===== config.mk =====
export PLATFORM = sky130hd
export DESIGN_NAME = axi_rd_arbiter
export DESIGN_NICKNAME = d
export VERILOG_FILES = /design/src/rtl/axi_rd_arbiter.sv
export SDC_FILE = /design/constraint.sdc
export NUM_CORES = 1
export LEC_CHECK = 0
export BUFFER_PORTS_ARGS = -buffer_cell sky130_fd_sc_hd__buf_2
export CORE_ASPECT_RATIO = 0.5
export CORE_MARGIN = 8
export CORE_UTILIZATION = 35
export CTS_BUF_LIST = sky130_fd_sc_hd__clkbuf_2 sky130_fd_sc_hd__clkbuf_4 sky130_fd_sc_hd__clkbuf_8
export CTS_CLUSTER_DIAMETER = 60
export CTS_CLUSTER_SIZE = 16
export DETAILED_ROUTE_END_ITERATION = 16
export GPL_ROUTABILITY_DRIVEN = 0
export MAX_ROUTING_LAYER = met4
export PLACE_DENSITY = 0.72
export SLEW_MARGIN = 10
export SYNTH_ARGS = -nofsm -noshare
export SYNTH_HDL_FRONTEND = slang
export SYNTH_SLANG_ARGS = --single-unit

===== constraint.sdc =====
create_clock -name aclk -period 3.7 [get_ports aclk]
set_input_delay 0.185 -clock aclk [delete_from_list [all_inputs] [get_ports aclk]]
set_output_delay 0.185 -clock aclk [all_outputs]
set_load 0.02 [all_outputs]

===== src/rtl/axi_rd_arbiter.sv =====
// Single-outstanding AXI3 read-channel arbiter for icache, dcache and uncached requesters.
// Define ARB_RR_EN for round-robin arbitration; the default build is fixed priority (lowest index wins).
module axi_rd_arbiter #(
  parameter int N       = 3,
  parameter int ID_BASE = 0
) (
  input  logic            aclk,
  input  logic            aresetn,
  input  logic [N-1:0]    req,
  input  logic [32*N-1:0] req_addr,
  input  logic [4*N-1:0]  req_len,
  output logic [N-1:0]    ack,
  output logic [N-1:0]    rd_valid,
  output logic [31:0]     rd_data,
  output logic            rd_last,
  output logic            rd_err,
  output logic            busy,
  output logic [3:0]      arid,
  output logic [31:0]     araddr,
  output logic [3:0]      arlen,
  output logic [2:0]      arsize,
  output logic [1:0]      arburst,
  output logic [1:0]      arlock,
  output logic [3:0]      arcache,
  output logic [2:0]      arprot,
  output logic            arvalid,
  input  logic            arready,
  input  logic [3:0]      rid,
  input  logic [31:0]     rdata,
  input  logic [1:0]      rresp,
  input  logic            rlast,
  input  logic            rvalid,
  output logic            rready
);

  localparam int OW = (N > 1) ? $clog2(N) : 1;

  typedef enum logic [1:0] {
    IDLE = 2'd0,
    ADDR = 2'd1,
    DATA = 2'd2
  } state_t;

  state_t        state;
  logic [OW-1:0] own;
  logic [OW-1:0] win;
  logic [31:0]   sel_addr;
  logic [3:0]    sel_len;
  logic          any_req;
  logic          ar_hs;
  logic          beat;
  logic          unused_rid;

  assign any_req    = |req;
  assign ar_hs      = arvalid && arready;
  assign beat       = rready && rvalid;
  // Only one transaction is ever outstanding, so the returned ID carries no routing information.
  assign unused_rid = ^rid;

  assign arsize  = 3'b010;
  assign arburst = 2'b01;
  assign arlock  = 2'b00;
  assign arcache = 4'b0000;
  assign arprot  = 3'b000;

`ifdef ARB_RR_EN
  logic [OW-1:0] last;
  logic [OW-1:0] lo_win;
  logic [OW-1:0] hi_win;
  logic          hi_found;

  // Search from last+1 wrapping: the lowest requester above last wins, else the lowest overall.
  always_comb begin
    lo_win   = '0;
    hi_win   = '0;
    hi_found = 1'b0;
    for (int j = N - 1; j >= 0; j--) begin
      if (req[j]) begin
        lo_win = OW'(j);
        if (j > int'(last)) begin
          hi_win   = OW'(j);
          hi_found = 1'b1;
        end
      end
    end
    win = hi_found ? hi_win : lo_win;
  end

  always_ff @(posedge aclk or negedge aresetn) begin
    if (!aresetn) begin
      last <= OW'(N - 1);
    end else if (state == IDLE && any_req) begin
      last <= win;
    end
  end
`else
  always_comb begin
    win = '0;
    for (int j = N - 1; j >= 0; j--) begin
      if (req[j]) begin
        win = OW'(j);
      end
    end
  end
`endif

  always_comb begin
    sel_addr = '0;
    sel_len  = '0;
    for (int j = 0; j < N; j++) begin
      if (OW'(j) == win) begin
        sel_addr = req_addr[32*j +: 32];
        sel_len  = req_len[4*j +: 4];
      end
    end
  end

  // Handshake and beat steering are combinational so the owner sees them in the same cycle.
  always_comb begin
    ack      = '0;
    rd_valid = '0;
    for (int j = 0; j < N; j++) begin
      ack[j]      = ar_hs && (own == OW'(j));
      rd_valid[j] = beat && (own == OW'(j));
    end
  end

  assign rd_data = rdata;
  assign rd_last = beat && rlast;
  assign rd_err  = beat && (rresp != 2'b00);

  always_ff @(posedge aclk or negedge aresetn) begin
    if (!aresetn) begin
      state   <= IDLE;
      own     <= '0;
      arvalid <= 1'b0;
      rready  <= 1'b0;
      busy    <= 1'b0;
      araddr  <= '0;
      arlen   <= '0;
      arid    <= 4'(ID_BASE);
    end else begin
      case (state)
        IDLE: begin
          if (any_req) begin
            state   <= ADDR;
            own     <= win;
            araddr  <= sel_addr;
            arlen   <= sel_len;
            arid    <= 4'(ID_BASE + int'(win));
            arvalid <= 1'b1;
            busy    <= 1'b1;
          end
        end
        ADDR: begin
          if (ar_hs) begin
            state   <= DATA;
            arvalid <= 1'b0;
            rready  <= 1'b1;
          end
        end
        DATA: begin
          // Error responses do not end the burst; only rlast does.
          if (rvalid && rlast) begin
            state  <= IDLE;
            rready <= 1'b0;
            busy   <= 1'b0;
          end
        end
        default: begin
          state   <= IDLE;
          arvalid <= 1'b0;
          rready  <= 1'b0;
          busy    <= 1'b0;
        end
      endcase
    end
  end

endmodule


== After elaboration in Yosys (flattened, before gate mapping) ==
Cells that the tools add are included.
Storage, ports and cells
  register bits after elaboration: 43
  input port bits: 154
  output and inout bits: 97
Cells by class
  eq/ne operators: 9
  muxes and demuxes: 20
  bitwise operators: 3
  reductions and logical operators: 21
Operators by type and width (number)
  2-to-1 mux 32 bit: 3
  2-to-1 mux 2 bit: 6
  2-to-1 mux 4 bit: 3
  AND reduction 3 bit: 4
  logical AND 1 bit: 11
  one-hot mux 1 bit (3 select lines): 3
  logical NOT 2 bit: 3
  inequality test 2 bit, second input constant: 3
  one-hot mux 2 bit (3 select lines): 1
  == test 2 x 1 -> 1 bit, second input constant: 2
  == test 2 bit, second input constant: 2
  2-to-1 mux 1 bit: 4
  NOT 1 bit: 3
  OR reduction 3 bit: 1
  == test 1 x 2 -> 1 bit, first input constant: 1
  == test 2 bit, first input constant: 1
  AND reduction 2 bit: 1
  nonzero test 2 bit: 1

== Depth between registers and ports, before layout ==
  word-level depth: 7
  gate-level depth with buffers: 6
  mapped depth without buffers: 3

== Worst setup path before layout ==
No wires, ideal clock.
  kind: flip-flop to flip-flop
  start point: reg state[1]
  end point: reg own[0]
  library setup time: 122 ps
  data arrival time: 1251 ps
  setup slack: 2327 ps
  cell stages (with the launch flop): 5
  buffers on the path: 1
  cell sequence: dfrtp_1 > nor2_1 > clkbuf_1 > o21ai_0 > a32o_1
Between the ends
  longest elaborated chain between the ends: 2
Ends and longest elaborated chain
  start: declaration: RTL line 44  | state_t state;
  start signal: assignment: RTL line 134  | state <= IDLE;
  start signal: assignment: RTL line 146  | state <= ADDR;
  start signal: assignment: RTL line 157  | state <= DATA;
  logical NOT 2 bit: RTL line 143  | case (state)
  AND reduction 2 bit (no source line)
  end signal: assignment: RTL line 147  | own <= win;
  end: declaration: RTL line 45  | logic [OW-1:0] own;
Every way passes these cells.
A chain may end at the register's enable or synchronous reset.

== Final worst setup path ==
  start point: reg state[1]
  end point: reg arlen[0]
Between the ends
  longest elaborated chain between the ends: 2
Ends and longest elaborated chain
  logical NOT 2 bit: RTL line 143
  AND reduction 2 bit (no source line)
  end signal: assignment: RTL line 149  | arlen <= sel_len;
  end: declaration: RTL line 20  | output logic [3:0] arlen,
Every way passes these cells.

==> impl_metrics.tcl <==
set metrics [dict create \
    first_pass_iters 4 \
    drcViolationCount 0 \
    worst-slew-pin-transition_ns 0.989 \
    period_minus_slack_ns 1.75 \
    synth_fa_ha_area_share_pct 0 \
    final_cell_mix "buf_2 (166), nand2_1 (68), dfrtp_1 (43)" \
    r2r_start "state[1]" \
    drtAntennaViolNets 0 \
    die_w_um 152 \
    synth.area.mux_share_pct 0 \
    fin_skew_ns 0.00332 \
    slew_headroom_pct 34.1 \
    cts_buffers 5 \
    fill_cells 900 \
    setup_viol 0 \
    pre_cts_ws_ns 1.69 \
    synth_top_family_by_area "compound AO/OA/AOI/OAI gates" \
    vias 3025 \
    crit_path_end "arlen[0]" \
    status "finished, final reports clean" \
    core_area_sq_um 8830 \
    ys_ff_latch 43 \
    cap_violations 0 \
    antenna_found_initial 1 \
    io_pins 251 \
    synth_area_per_cell_sq_um 8.56 \
    power.density_nw_per_um2 661 \
    h-tree-depth 2 \
    end_kind "register" \
    cts_resized 0 \
    place_hpwl_um 7710 \
    fin_util_pct 44.1 \
    grt_setup_unrepaired "false" \
    path_max_fanout 31 \
    clock-root-buffer "clkbuf_8" \
    ctsHoldBuffers 0 \
    ys_types 30 \
    grt_max_degree 76 \
    drt_iter0_drc 198 \
    clkLatencyLatePin_ns 0.28 \
    path_clk_slew_ns 0.08 \
    synth.cell_area_sq_um 3220 \
    cts_setup_buffers 0 \
    maxSlewViolCount 0 \
    ys_seq_area_share_pct 33.4 \
    avgViaCountPerCell 4.98 \
    synth_xor_area_share_pct 0 \
    wl_um 10500 \
    final_common_cell "buf_2" \
    drive_gt1_share_pct 44.7 \
    finalCritPeriodShare_pct 47.2 \
    core.rowCount 24 \
    vdd_ir_drop_max_uv 340 \
    cts_tree "done" \
    startpoint "state[1]" \
    power.leakage_nw 1.82 \
    tns_ns 0 \
    startpoint_type "register" \
    hold_viol_final 0 \
    grt.total_usage_pct 16.0 \
    cts_buffer_depth 2 \
    die_y_um 83.8 \
    wl_per_cell_um 17.3 \
    rr_endpoint "arlen[0]" \
    crit_arrival_ns 1.87 \
    regToRegSetupSlack_ns 1.95 \
    syn_inst 376 \
    area_growth_pct 20.9 \
    overflow 0 \
    synth_compound_gate_area_share_pct 30.4 \
    nets 643 \
    hp-class "in2async" \
    worst-setup-path-type "reg2reg" \
    yosysWarnings 0 \
    reg2reg_depth 3 \
    grt_pass1_wl_um 16100 \
    fmax_mhz 572 \
    required_ns 3.82 \
    numPortBuffers 166 \
    dieArea_sq_um 12700 \
    initial_utilization_pct 36.5 \
    grt_pass1_vias 3028 \
    cts.sinks 43 \
    fin_ws_ns 1.95 \
    synth-simple-area-share_pct 20.0 \
]
==> per-stage QoR <==
stage | cells | total power [mW] | instance area (sq um) | hold slack [ns]
after global placement | 599 | 2.27 | 3800 | 0.370
after detailed placement | 599 | 2.30 | 3800 | 0.370
after global routing | 608 | 2.76 | 3890 | 0.130
after floorplan | 390 | 1.89 | 3270 | -0.111
after CTS | 607 | 2.61 | 3890 | 0.0913
final | 608 | 2.57 | 3890 | 0.0407
==> critical path: stages, from the launching register on <==
cell	delay, ns
dfrtp_1	0.48
nor2_4	0.14
and2_2	0.78
a31oi_2	0.17
==> layer usage <==
layer  global-route usage [%]  vias to the layer above  share of wire [%]
li1                         -                     1470                  -
met1                     18.0                     1436                 39
met2                     27.7                       93                 53
met3                     2.81                       26                5.6
met4                     6.10                        0                2.4
met5                        -                        -                  0
==> worst min-delay path by stage <==
stage	cells past startpoint	endpoint	start
after floorplan	0	araddr[0]	aresetn
after global placement	0	rd_data[6]	rdata[6]
after detailed placement	0	rd_data[6]	rdata[6]
after CTS	1	busy	aresetn
after global routing	1	busy	aresetn
final	1	busy	aresetn
==> area by class of cell <==
cell class	instances	area [sq um]	area share (%)
multi-input combinational	265	1690	43.5
inverter	2	7.51	0.193
timing repair buffer	172	876	22.5
clock buffer	7	83.8	2.15
clock inverter	1	5.00	0.129
antenna	1	2.50	0.0643
sequential	43	1080	27.7
tap	117	146	3.76
==> Yosys cell counts <==
master     instances  area share (%)
a21o_1            31             7.2
a21oi_1           40             6.2
a311oi_1           1            0.27
a31oi_1            2            0.39
a31oi_2           30              12
a32o_1             1            0.31
and2_1             1            0.19
and3_1             1            0.19
buf_2              3            0.47
buf_4             48              11
buf_6              3             1.0
clkbuf_1          26             3.0
conb_1             2            0.23
dfrtp_1           43              33
inv_1              2            0.23
nand2_1           68             7.9
nand2b_1           7             1.4
nand3b_1          31             7.2
nor2_1             9             1.0
nor2b_1            1            0.19
nor3_1             2            0.31
o211ai_1           5             1.2
o21a_1             1            0.23
o21ai_0            3            0.47
o21ba_2            1            0.31
o21bai_1           1            0.23
o2bb2ai_1          6             1.6
o31ai_1            1            0.23
or3_1              1            0.19
or3b_2             5             1.4
==> cells by family (layout without fill, tap and decap cells) <==
| family | Yosys count | after routing |
|---|---|---|
| other cells | 2 | 17 |
| simple gates | 126 | 126 |
| compound gates | 123 | 123 |
| flops | 43 | 43 |
| buf+inv | 82 | 182 |
==> sequential cells by signal (all words and copies together) (netlist names) <==
signal,cells
own,2
state,2
arlen,4
arvalid,1
busy,1
rready,1
araddr,32
==> power breakdown <==
group | leakage (nW) | internal (mW) | switching, mW
registers | 0.490 | 0.708 | 0.152
clock network | 0.0491 | 0.148 | 0.158
logic | 1.28 | 0.522 | 0.883
total | 1.82 | 1.38 | 1.19
Note: power is estimated with default switching activity, not from simulation.
